`src/rtl/uart_pkg.sv`:
```
// rtl/uart_pkg.sv - shared types and constants for the 300-baud UART receiver
package uart_pkg;

  localparam int CLKS_PER_BIT = 500;
  localparam int HALF_BIT     = 250;
  localparam int DATA_W       = 8;

  localparam logic PARITY_ODD  = 1'b0;
  localparam logic PARITY_EVEN = 1'b1;

  typedef enum logic [2:0] {
    IDLE,
    START,
    DATA,
    PARITY,
    STOP,
    WAIT_IDLE
  } state_e;

  // True when data plus parity bit satisfies the selected parity mode.
  function automatic logic parity_ok(input logic [DATA_W-1:0] data,
                                     input logic par, input logic mode);
    return (^{data, par}) ^ (mode == PARITY_EVEN);
  endfunction

endpackage

```
`src/rtl/uart_receive_baud_counter.sv`:
```
// rtl/uart_receive_baud_counter.sv - bit-period counter producing half- and full-bit ticks
module baud_counter #(
  parameter int CLKS_PER_BIT = 500,
  parameter int HALF_BIT     = 250
) (
  input  logic ref_clk_i,
  input  logic reset_i,
  input  logic restart_i,
  input  logic enable_i,
  output logic half_tick_o,
  output logic full_tick_o
);

  localparam int CNT_W = ($clog2(CLKS_PER_BIT) < 9) ? 9 : $clog2(CLKS_PER_BIT);

  logic [CNT_W-1:0] cnt_q, cnt_d;

  assign half_tick_o = enable_i && (cnt_q == CNT_W'(HALF_BIT - 1));
  assign full_tick_o = enable_i && (cnt_q == CNT_W'(CLKS_PER_BIT - 1));

  always_comb begin
    cnt_d = cnt_q;
    if (restart_i) begin
      cnt_d = '0;
    end else if (enable_i) begin
      cnt_d = full_tick_o ? '0 : cnt_q + CNT_W'(1);
    end
  end

  always_ff @(posedge ref_clk_i) begin
    if (reset_i) begin
      cnt_q <= '0;
    end else begin
      cnt_q <= cnt_d;
    end
  end

endmodule

```
`src/rtl/uart_receive.sv`:
```
// rtl/uart_receive.sv - start/8N/parity/stop UART receiver sampled on ref_clk
module uart_receive #(
  parameter int CLKS_PER_BIT = uart_pkg::CLKS_PER_BIT,
  parameter int HALF_BIT     = uart_pkg::HALF_BIT
) (
  input  logic       ref_clk,
  input  logic       nreset,
  input  logic       serial_in,
  input  logic       parity_mode,
  input  logic       rx_done,
  output logic       receive,
  output logic [7:0] data_out
);

  import uart_pkg::*;

  logic              sync1_q, rx_s_q;
  state_e            state_q, state_d;
  logic [2:0]        bit_cnt_q, bit_cnt_d;
  logic [DATA_W-1:0] shift_q, shift_d;
  logic              par_ok_q, par_ok_d;
  logic [DATA_W-1:0] data_q, data_d;
  logic              recv_q, recv_d;
  logic              restart, enable, half_tick, full_tick, frame_ok;

  baud_counter #(
    .CLKS_PER_BIT (CLKS_PER_BIT),
    .HALF_BIT     (HALF_BIT)
  ) u_baud_counter (
    .ref_clk_i   (ref_clk),
    .reset_i     (nreset),
    .restart_i   (restart),
    .enable_i    (enable),
    .half_tick_o (half_tick),
    .full_tick_o (full_tick)
  );

  assign receive  = recv_q;
  assign data_out = data_q;

  always_comb begin
    state_d   = state_q;
    bit_cnt_d = bit_cnt_q;
    shift_d   = shift_q;
    par_ok_d  = par_ok_q;
    data_d    = data_q;
    restart   = 1'b0;
    frame_ok  = 1'b0;
    enable    = (state_q != IDLE) && (state_q != WAIT_IDLE);

    case (state_q)
      IDLE: begin
        if (!rx_s_q) begin
          restart   = 1'b1;
          bit_cnt_d = '0;
          state_d   = START;
        end
      end
      START: begin
        // Re-phase the counter on the start-bit centre so data samples land mid-bit.
        if (half_tick) begin
          restart = 1'b1;
          state_d = rx_s_q ? IDLE : DATA;
        end
      end
      DATA: begin
        if (full_tick) begin
          shift_d   = {rx_s_q, shift_q[DATA_W-1:1]};
          bit_cnt_d = bit_cnt_q + 3'd1;
          if (bit_cnt_q == 3'd7) begin
            state_d = PARITY;
          end
        end
      end
      PARITY: begin
        if (full_tick) begin
          par_ok_d = parity_ok(shift_q, rx_s_q, parity_mode);
          state_d  = STOP;
        end
      end
      STOP: begin
        if (full_tick) begin
          if (rx_s_q) begin
            frame_ok = par_ok_q;
            state_d  = IDLE;
          end else begin
            state_d = WAIT_IDLE;
          end
        end
      end
      WAIT_IDLE: begin
        if (rx_s_q) begin
          state_d = IDLE;
        end
      end
      default: state_d = IDLE;
    endcase

    if (frame_ok) begin
      data_d = shift_q;
    end

    recv_d = recv_q;
    if (rx_done) begin
      recv_d = 1'b0;
    end
    if (frame_ok) begin
      recv_d = 1'b1;
    end
  end

  always_ff @(posedge ref_clk) begin
    if (nreset) begin
      sync1_q   <= 1'b1;
      rx_s_q    <= 1'b1;
      state_q   <= IDLE;
      bit_cnt_q <= '0;
      shift_q   <= '0;
      par_ok_q  <= 1'b0;
      data_q    <= '0;
      recv_q    <= 1'b0;
    end else begin
      sync1_q   <= serial_in;
      rx_s_q    <= sync1_q;
      state_q   <= state_d;
      bit_cnt_q <= bit_cnt_d;
      shift_q   <= shift_d;
      par_ok_q  <= par_ok_d;
      data_q    <= data_d;
      recv_q    <= recv_d;
    end
  end

endmodule

```
`config.mk`:
```
export PLATFORM = sky130hd
export DESIGN_NAME = uart_receive
export DESIGN_NICKNAME = d
export VERILOG_FILES = /design/src/rtl/uart_pkg.sv /design/src/rtl/uart_receive_baud_counter.sv /design/src/rtl/uart_receive.sv
export SDC_FILE = /design/constraint.sdc
export NUM_CORES = 1
export LEC_CHECK = 0
export BUFFER_PORTS_ARGS = -buffer_cell sky130_fd_sc_hd__buf_2
export CORE_MARGIN = 4
export CORE_UTILIZATION = 66
export CTS_BUF_LIST = sky130_fd_sc_hd__clkbuf_4 sky130_fd_sc_hd__clkbuf_8
export DETAILED_ROUTE_END_ITERATION = 10
export PLACE_DENSITY_LB_ADDON = 0.15
export RECOVER_POWER = 25
export SLEW_MARGIN = 30
export SYNTH_ARGS = -nofsm -noshare
export SYNTH_HDL_FRONTEND = slang
export SYNTH_SLANG_ARGS = --single-unit
```
`constraint.sdc`:
```
create_clock -name ref_clk -period 2.63 [get_ports ref_clk]
set_input_delay 0.526 -clock ref_clk [delete_from_list [all_inputs] [get_ports ref_clk]]
set_output_delay 0.526 -clock ref_clk [all_outputs]
set_load 0.005 [all_outputs]
```
==> results of run 1 <==
## metrics by stage
step	hold WS, ps	power (mW)	cells
after floorplan	389	0.573	178
after global placement	401	0.579	211
after detailed placement	395	0.580	211
after CTS	354	0.867	219
after global routing	354	0.897	219
final	361	0.861	219
## how the worst max path moves through the flow
stage / from / end / slack, ps
6_report: u_baud_counter.cnt_q[0] / data_out[2] / 490
5_1_grt: u_baud_counter.cnt_q[0] / data_out[2] / 270
4_1_cts: u_baud_counter.cnt_q[0] / data_out[2] / 490
3_5_place_dp: u_baud_counter.cnt_q[0] / data_out[1] / 570
3_3_place_gp: u_baud_counter.cnt_q[0] / data_out[7] / 650
2_1_floorplan: state_q[1] / shift_q[7] / 990
## report_power, final
| part | internal, mW | leakage, nW | total [mW] | switching [mW] |
|---|---|---|---|---|
| Combinational | 0.0127 | 0.388 | 0.0311 | 0.0184 |
| Clock | 0.113 | 0.0317 | 0.292 | 0.179 |
| Sequential | 0.533 | 0.282 | 0.537 | 0.00456 |
## Yosys cell counts, types with 2 or more instances
cell type / number
dfxtp_1: 35
nor2_1: 19
mux2i_1: 16
a21oi_1: 9
o21ai_0: 7
nand2_1: 6
nor3_1: 6
xnor2_1: 6
xor2_1: 6
clkbuf_1: 5
nand2b_1: 5
or3_1: 5
a211oi_1: 4
buf_2: 4
ha_1: 4
nand3b_1: 4
nand4_1: 4
and3_1: 3
or2_2: 3
and3b_1: 2
inv_1: 2
nand3_1: 2
nor2b_1: 2
o2111ai_1: 2
## flip-flops by register name (all words and copies together) (netlist names)
name                  count
bit_cnt_q                 3
state_q                   3
shift_q                   8
u_baud_counter.cnt_q      9
par_ok_q                  1
receive                   1
rx_s_q                    1
data_out                  8
sync1_q                   1
## layer usage
layer | track usage | up-vias | share of wire
met2 | 0.329 | 40 | 0.49
met1 | 0.272 | 627 | 0.43
met5 | 0 | - | 0
li1 | - | 652 | -
met3 | 0.0789 | 8 | 0.057
met4 | 0.104 | 0 | 0.016
## cells by family after synthesis
| kind of cell | count (synthesis) | synth area share |
|---|---|---|
| buffers and inverters | 13 | 0.0384 |
| DFF | 35 | 0.414 |
| adders and majority gates | 4 | 0.0295 |
| AOI/OAI and AO/OA | 29 | 0.112 |
| xor gates and xnor gates | 14 | 0.0849 |
| and+or+nand+nor | 67 | 0.227 |
| muxes | 16 | 0.0945 |
## worst max-delay path, cell delays in order (launching register included)
cell	delay [ps]
dfxtp_1	400
ha_1	260
and4bb_1	360
nand4_1	550
mux2i_1	380
nor2_1	60
## cell type report
type / count / area (um^2)
multi-input combinational: 130 / 928
inverter: 2 / 7.51
clock inverter: 2 / 12.5
sequential: 35 / 701
fill: 197 / 659
timing repair buffer: 14 / 63.8
clock buffer: 6 / 45.0
tap: 30 / 37.5
==> impl_results.md, run 1 <==
* Pleak at 0.702 nW
* Clk slew on worst S/H paths at 110 ps
* Setup Buffers After CTS at 0
* Startpoint types: flip-flop
* Final nets at 197
* Htree depth at 2
* Power Dens Cells at between 400 and 500 nW/um^2
* Relative slew slack at 0.278
* WL per Instance at 14.7 um
* Tot GR Track Use at 0.216
* Largest net degree at the start of global routing at 28
* Async SR Flop Fraction at 0
* CTS Hold Bufs at 0
* Vias in the first global route at 1264
* Num CTS Buffers at 5
* Clk Tree Root Cell: clkbuf_4
* 1st-iter DRT viols at 65
* Clk Latency, worst-skew pair at 340 ps
* GPL Wtd Cong at 0.869
* Max_cap viols at 0
* Routed Antenna Nets at 0
* Placement row count at 18
* Final setup fails at 0
* Crit path capture type: flip-flop
* IO Pins at 14
* Slew Viols, Final at 0
* Fmax achieved at 466 MHz
* Mean Syn Cell Area at between 9 and 10 um^2
* Cell count of the worst reg-to-reg path at 5
* Drt first pass iters at 4
* Clk buf depth at 2
* Final Critical Period at 2140 ps
* Area contributors post-synth: dfxtp_1 (41%), mux2i_1 (9.5%), nor2_1 (4.2%), xnor2_1 (3.1%), xor2_1 (3.1%)
* Area after DPL at 1750 um^2
* Final hold vios at 0
* Die X at 58.7 um
* Status: completed
* Reg2Reg Setup Slack at 490 ps
* Clock Sinks at 35
* Share of cells above drive strength 1 at 0.116
* Reg-to-Reg Start: u_baud_counter.cnt_q[0]
* Starting Density at 0.690
* First-pass GRT wire length at 5600 um
* Ys Warns at 0
* HP Start: serial_in
* Post-synth top area cell: dfxtp_1
* GRT overflow at 0
* Crit Path Max Fanout at 9
* Peak supply drop at 0.459 mV
* Sequential share of the synthesized area at 0.414
* Yosys reg bits at 35
* Die Height at 58.7 um
* Post-DP HPWL at 2240 um
* Port Buffers at 13
* Area Growth Syn to Fin at 5.98%
* Number of synthesized flops with an enable pin at 0
* Synth cell types at 41
* Via density at 6.06
* CP required at 2830 ps
* Core area at 2450 um^2
* Critical Path AT at around 2300 ps
* Syn nets at 187
* Crit Path Category: reg -> reg
* Detailed Route WL at 3220 um
* Hold path cells at 2
* Area share of the largest cell type after synthesis at 0.414
* Post-synth top flop: dfxtp_1
* TritonCTS clock tree: built
* Final worst slack at a little under 500 ps
* RSZ-0062 raised after global routing: false
* Initial antenna violation count at 0
* Via count at 1327
* Syn Std Cell Area at 1690 um^2
* Die ar. at 3440 um^2
* TNS Setup at 0 ps
* Diodes inserted at 0
* Final period util at 0.815
* Slew @ Worst Pin at 1080 ps
* Final Cell Area at 1800 um^2
* Final Util at 0.731
* Reg2reg end: data_out[2]
* Most frequent cells in the layout: dfxtp_1 (35), nor2_1 (19), mux2i_1 (16)
* DRC violations left at 0
* Post-CTS sizing at 0
* DP Worst Slack at 571 ps
* Hold Crit Class: in -> reg
* Worst Hold Path EP: sync1_q
* Synth Instances at 178
* Most common cell after layout, fill and taps aside: dfxtp_1
* Clk_skew at 15.1 ps
Note: power is estimated with default switching activity, not from simulation.
==> run 2, diff against run 1 <==
CORE_UTILIZATION = 61   (was 66)
clock period = 1.99 ns   (was 2.63 ns; I/O delays follow)
==> run 2 against run 1 <==
Critical path depth stayed put. Sequential power up 32%. First-iteration DRC count shrank 35%. Via count down 0.68%. Clock-buffer cell count is 2 higher. Core utilization decreased by 0.92 points. Global-route usage is 0.81 points lower. Critical endpoint is now shift_q[6]. Clock power grew 54%. Sequential share of layout area shrank 1.2 points. Power is 40% higher. Worst setup slack lost 280 ps. Wire length is 0.78% higher.
==> impl_results.md, run 2 (synthesized netlist as in run 1, its figures left out) <==
* Core area at 2570 um^2 (+4.6%)
* Diodes inserted at 0 (unchanged)
* Fmax achieved at 561 MHz (+20%)
* Via count at 1318 (-0.68%)
* Placement row count at 18 (unchanged)
* TNS Setup at 0 ps (unchanged)
* Vias in the first global route at 1321 (+4.5%)
* Starting Density at 0.660 (-0.0303)
* Status: completed
* GPL Wtd Cong at 0.868 (about the same)
* Clk slew on worst S/H paths at 100 ps (about the same)
* Worst path bufs/invs at 1 (+1)
* DRC violations left at 0 (unchanged)
* Most common cell after layout, fill and taps aside: dfxtp_1
* RSZ-0062 raised after global routing: false
* Tot GR Track Use at 0.208 (-0.00813)
* 1st-iter DRT viols at 42 (-35%)
* Die Height at 60.7 um (+3.5%)
* WL per Instance at 14.4 um (-1.9%)
* Die X at 60.7 um (+3.5%)
* Most frequent cells in the layout: dfxtp_1 (35), nor2_1 (19), mux2i_1 (16)
* Final Cell Area at 1850 um^2 (+3.3%)
* Htree depth at 2 (unchanged)
* Crit Path Category: reg -> reg
* Final Critical Period at 1780 ps (-361 ps)
* Hold slack at 237 ps (-124 ps)
* Critical Path AT at 1970 ps (-370 ps)
* Die ar. at 3680 um^2 (+7.1%)
* TritonCTS clock tree: built
* Via density at 5.86 (-3.3%)
* Worst path max stage delay at 500 ps (-50 ps)
* Clock Sinks at 35 (unchanged)
* Final setup fails at 0 (unchanged)
* Final nets at 203 (+3.0%)
* Port Buffers at 13 (unchanged)
* Num CTS Buffers at 5 (unchanged)
* Final period util at 0.896 (+0.0805)
* Final hold vios at 0 (unchanged)
* Drt first pass iters at 4 (unchanged)
* Setup Buffers After CTS at 0 (unchanged)
* Detailed Route WL at 3240 um (+0.78%)
* Slew Viols, Final at 0 (unchanged)
* Initial antenna violation count at 0 (unchanged)
* Area after DPL at 1790 um^2 (+2.6%)
* Post-CTS sizing at 0 (unchanged)
* DP Worst Slack at 285 ps (-287 ps)
* Clk Latency, worst-skew pair at 340 ps (about the same)
* Power Dens Cells at 651 nW/um^2 (+36%)
* CP required at 2180 ps (-650 ps)
* CTS Hold Bufs at 0 (unchanged)
* Post-DP HPWL at 2330 um (+3.9%)
* Share of cells above drive strength 1 at 0.149 (+0.0323)
* Hold Crit Class: in -> reg
* Crit path capture type: flip-flop
* Final worst slack at 208 ps (-279 ps)
* Startpoint types: flip-flop
* Worst path top cell family by delay: simple AND/OR/NAND/NOR gates
* Max_cap viols at 0 (unchanged)
* Largest net degree at the start of global routing at 27 (-3.6%)
* Peak supply drop at 0.706 mV (+54%)
* CP Cell Sequence: or3b_2 -> nor4_4 -> buf_4 -> mux2i_1 -> nor2_1
* Clk_skew at 11.9 ps (-3.18 ps)
* Clk buf depth at 2 (unchanged)
* First-pass GRT wire length at 5640 um (+0.75%)
* Slew @ Worst Pin at 1030 ps (-50.7 ps)
* GRT overflow at 0 (unchanged)
* Pleak at 0.745 nW (+6.2%)
* IO Pins at 14 (unchanged)
* Area Growth Syn to Fin at 9.45%
* Most flop-heavy register: u_baud_counter.cnt_q
* Clk Tree Root Cell: clkbuf_4
* Routed Antenna Nets at 0 (unchanged)
* Max reg flops at 9 (unchanged)
* Relative slew slack at 0.312 (+0.0338)
* Crit Path Max Fanout at 14 (+5)
* Critical-path top delay cell: or3b_2
-- run 2: cell types whose count changed in the layout (fill, tap and decap cells not counted), sizes merged --
cell / before / now
buf: 7 / 14
clkbuf: 13 / 14
clkinvlp: 1 / 0
clkinv: 1 / 0
-- run 2: report_power, final --
group | switching, mW | internal [mW]
Combinational | 0.0277 | 0.0199
Clock | 0.230 | 0.221
Sequential | 0.00472 | 0.704
-- run 2: worst reg2reg max path: stages, from the launching register on --
cell and delay, ps:
dfxtp_1 480, or3b_2 500, nor4_4 130, buf_4 260, mux2i_1 210, nor2_1 50
-- run 2: per-stage QoR --
stage / power [mW] / util / instances
after floorplan: 0.757 / - / 178
after global placement: 0.771 / 0.698 / 217
after detailed placement: 0.774 / 0.698 / 217
after CTS: 1.23 / 0.726 / 225
after global routing: 1.26 / 0.722 / 225
final: 1.21 / 0.722 / 225
-- run 2: per-layer routing --
layer | routed length (um) | vias to the layer above | global-route usage
met3 | 214 | 7 | 0.0745
met5 | 0 | - | 0
met2 | 1500 | 36 | 0.331
li1 | - | 665 | -
met1 | 1480 | 610 | 0.248
met4 | 51 | 0 | 0.102
-- run 2: final cells by class --
cell class | count | area, um^2
timing repair buffer | 20 | 108
tap | 30 | 37.5
clock buffer | 8 | 72.6
sequential | 35 | 701
inverter | 2 | 7.51
multi-input combinational | 130 | 928
fill | 202 | 713
-- run 2: final timing paths --
path / startpoint / to / slack [ps] / cells past startpoint
setup reg to reg: state_q[1] / shift_q[6] / 210 / 5
setup / recovery: state_q[1] / shift_q[6] / 210 / 5
hold reg to reg: sync1_q / rx_s_q / 430 / 1
hold / removal: serial_in / sync1_q / 240 / 2
==> run 3, diff against run 2 <==
SYNTH_HIERARCHICAL = 1   (was default)
==> run 3 against run 2 <==
First-iteration DRC count grew to 2.9 times the previous value. Power shrank 4.9%. Clock skew grew 6.6 ps. Die area grew 3.6%. Non-clock buffer count grew 13. Highest routed layer unchanged. Sequential share of layout area shrank 4.0 points.
==> impl_results.md, run 3 <==
* Combinational share of power at 0.063 (+0.024)
* Pleak at 0.783 nW (+5.1%)
* Sequential share of the synthesized area at 0.397 (-0.0167)
* Peak supply drop at 0.720 mV (+1.9%)
* CP Cell Sequence: and2_4 -> o21ai_4 -> nand2_1 -> nor4_2 -> and2_4 -> a21oi_2 -> nor3_2 -> nor2_4 -> o311ai_1 -> o21ai_1
* Net Sw Frac at 0.246 (+0.0288)
* Post-synth top flop: dfxtp_1
* Clock Sinks at 35 (unchanged)
* CP required at 2190 ps (about the same)
* TNS Setup at 0 ps (unchanged)
* Final Util at 0.757 (+0.0350)
* Most common cell after layout, fill and taps aside: dfxtp_1
* Final nets at 228 (+12%)
* Total chip power at 1.15 mW (-4.9%)
* Clk Latency, worst-skew pair at 340 ps (about the same)
* Relative slew slack at 0.638 (+0.326)
* Clock Power Share at 0.320 (-0.054)
* RSZ-0062 raised after global routing: true
* Worst path top cell family by delay: simple AND/OR/NAND/NOR gates
* Crit Path Category: reg -> reg
* Final period util at 0.996 (+0.0999)
* Synth Instances at 190 (+6.7%)
* GPL Wtd Cong at 0.867 (-0.12%)
* Placement row count at 19 (+1)
* Status: completed
* Slew @ Worst Pin at 543 ps (-489 ps)
* Async SR Flop Fraction at 0 (unchanged)
* Die X at 61.8 um (+1.8%)
* GRT met1 Usage at 0.290 (+0.0421)
* Internal power at 0.866 mW (-8.4%)
* Critical Path AT at 2190 ps (+220 ps)
* Grt peak-use layer: met2
* Htree depth at 2 (unchanged)
* Port Buffers at 13 (unchanged)
* Area share of the largest cell type after synthesis at 0.397 (-0.0167)
* Hold slack at 244 ps (+7.70 ps)
* Register area at 706 um^2 (+0.71%)
* Count leader, synth: dfxtp_1
* Top cells by count, synth: dfxtp_1 (35), nor2_1 (27), mux2i_1 (16)
* Final hold vios at 0 (unchanged)
* Crit path capture type: flip-flop
* Post-DP HPWL at 2680 um (+15%)
* Reg power frac at 0.617 (+0.030)
* Vias in the first global route at 1323 (+0.15%)
* Clk Tree Root Cell: clkbuf_4
* WL per Instance at 15.6 um (+8.5%)
* Number of synthesized flops with an enable pin at 0 (unchanged)
* 1st-iter DRT viols at 123 (+190%)
* Slew Viols, Final at 0 (unchanged)
* Share of cells above drive strength 1 at 0.300 (+0.151)
* Clk buf depth at 2 (unchanged)
* Startpoint types: flip-flop
* Post-synth top area cell: dfxtp_1
* Critical-path top delay cell: dfxtp_2
* TritonCTS clock tree: built
* Worst path bufs/invs at 0 (-1)
* Crit Path Max Fanout at 5 (-9)
* Synth cell types at 49 (+20%)
* Fmax achieved at 505 MHz (-10%)
* Mean Syn Cell Area at 9.29 um^2 (-2.4%)
* First-pass GRT wire length at 5980 um (+5.9%)
* Final Critical Period at 1980 ps (+199 ps)
* Diodes inserted at 0 (unchanged)
* Most frequent cells in the layout: dfxtp_1 (33), nor2_1 (26), buf_4 (18)
* Max_cap viols at 0 (unchanged)
* Routed Antenna Nets at 0 (unchanged)
* Core area at 2760 um^2 (+7.4%)
* Power Dens Cells at 550 nW/um^2 (-16%)
* Worst path max stage delay at 350 ps (-150 ps)
* Final Cell Area at 2090 um^2 (+13%)
* Die ar. at 3820 um^2 (+3.6%)
* Met3 Use GR at 0.0475 (-0.0269)
* Detailed Route WL at 3920 um (+21%)
* Clk_skew at 18.5 ps (+6.59 ps)
* Most flop-heavy register: u_baud_counter/cnt_q
* NetSw at 0.283 mW (+7.7%)
* Ys Warns at 6 (+6)
* Largest net degree at the start of global routing at 29 (+7.4%)
* Max reg flops at 9 (unchanged)
* Filler cells at 183 (-9.4%)
* Area contributors post-synth: dfxtp_1 (40%), mux2i_1 (9.1%), nor2_1 (5.7%), a21oi_1 (2.8%), ha_1 (2.8%)
* Syn Std Cell Area at 1770 um^2 (+4.2%)
* DRC violations left at 0 (unchanged)
* Tot GR Track Use at 0.214 (+0.00630)
* Syn nets at 199 (+6.4%)
* Clk slew on worst S/H paths at 110 ps (about the same)
* Met2 usage at 0.327 (-0.00394)
* Initial antenna violation count at 0 (unchanged)
* Starting Density at 0.640 (-0.0196)
* Drt first pass iters at 4 (unchanged)
* Hold Crit Class: in -> reg
* IO Pins at 14 (unchanged)
* CTS Hold Bufs at 0 (unchanged)
* Final setup fails at 0 (unchanged)
* GRT overflow at 0 (unchanged)
* Area Growth Syn to Fin at 18.3%
* Yosys reg bits at 35 (unchanged)
* Die Height at 61.8 um (+1.8%)
* Via density at 5.96 (+1.7%)
* Via count at 1495 (+13%)
* CP most frequent cell: and2_4
* Area after DPL at 1970 um^2 (+10%)
* Area of the multi-input gates at 1030 um^2 (+11%)
* Num CTS Buffers at 5 (unchanged)
-- run 3: cell count changes in the layout (fill, tap and decap cells not counted), sizes merged, moves of 4 or more --
cell,change
nor2,+8
clkbuf,-9
and2,+4
nand2,+6
xor2,-4
buf,+19
-- run 3: layout make-up --
cell class                      instances  area share
Sequential cell                        35       0.338
Clock buffer                            5      0.0180
Clock inverter                          3     0.00719
Tap cell                               31      0.0186
Multi-Input combinational cell        139       0.494
Timing Repair Buffer                   33       0.115
Inverter                                5     0.00899
-- run 3: path summary, 6_finish.rpt --
path         startpoint                 endpoint  slack, ps  cells after the start
min           serial_in                  sync1_q        240                      2
max reg2reg  state_q[0]  u_baud_counter/cnt_q[8]          9                     10
min reg2reg     sync1_q                   rx_s_q        420                      1
max          state_q[0]  u_baud_counter/cnt_q[8]          9                     10
-- run 3: worst register-to-register path, cell delays in order (launching register included) --
cell and delay (ps):
dfxtp_2 350, and2_4 160, o21ai_4 160, nand2_1 80
nor4_2 270, and2_4 190, a21oi_2 50, nor3_2 270
nor2_4 100, o311ai_1 100, o21ai_1 110
-- run 3: through the flow --
step	setup WS, ps	instances
finish	8.76	251
global route	-114	251
CTS	2.51	248
detailed placement	-21.5	240
global placement	13.1	240
floorplan	-28.9	190
-- run 3: cell families (layout without fill, tap and decap cells) --
logic type	Yosys count	in the layout	share of synthesized area
muxes	17	17	0.0971
xor gates and xnor gates	11	11	0.0773
AOI/OAI and AO/OA	33	33	0.125
adders and majority gates	4	4	0.0283
DFF	35	35	0.397
and+or+nand+nor	74	74	0.227
buffers and inverters	16	46	0.0475
-- run 3: power by group through the flow --
stage | registers, mW | logic [mW] | clock network, mW
after floorplan | 0.725 | 0.0483 | 0
after global placement | 0.725 | 0.0609 | 0
after detailed placement | 0.726 | 0.0644 | 0
after CTS | 0.710 | 0.0651 | 0.373
after global routing | 0.709 | 0.0783 | 0.409
final | 0.708 | 0.0729 | 0.367
-- run 3: routing by layer --
layer / up-vias / share of wire
met5: - / 0
met3: 10 / 0.040
met4: 0 / 0.025
met2: 43 / 0.49
li1: 723 / -
met1: 719 / 0.45
-- run 3: timing repair --
item / CTS / global route
cloned: 0 / 0
pin swaps: 0 / 10
gates resized for setup: 1 / 10
endpoints found under the setup margin: 9 / 20
buffers inserted: 0 / 3
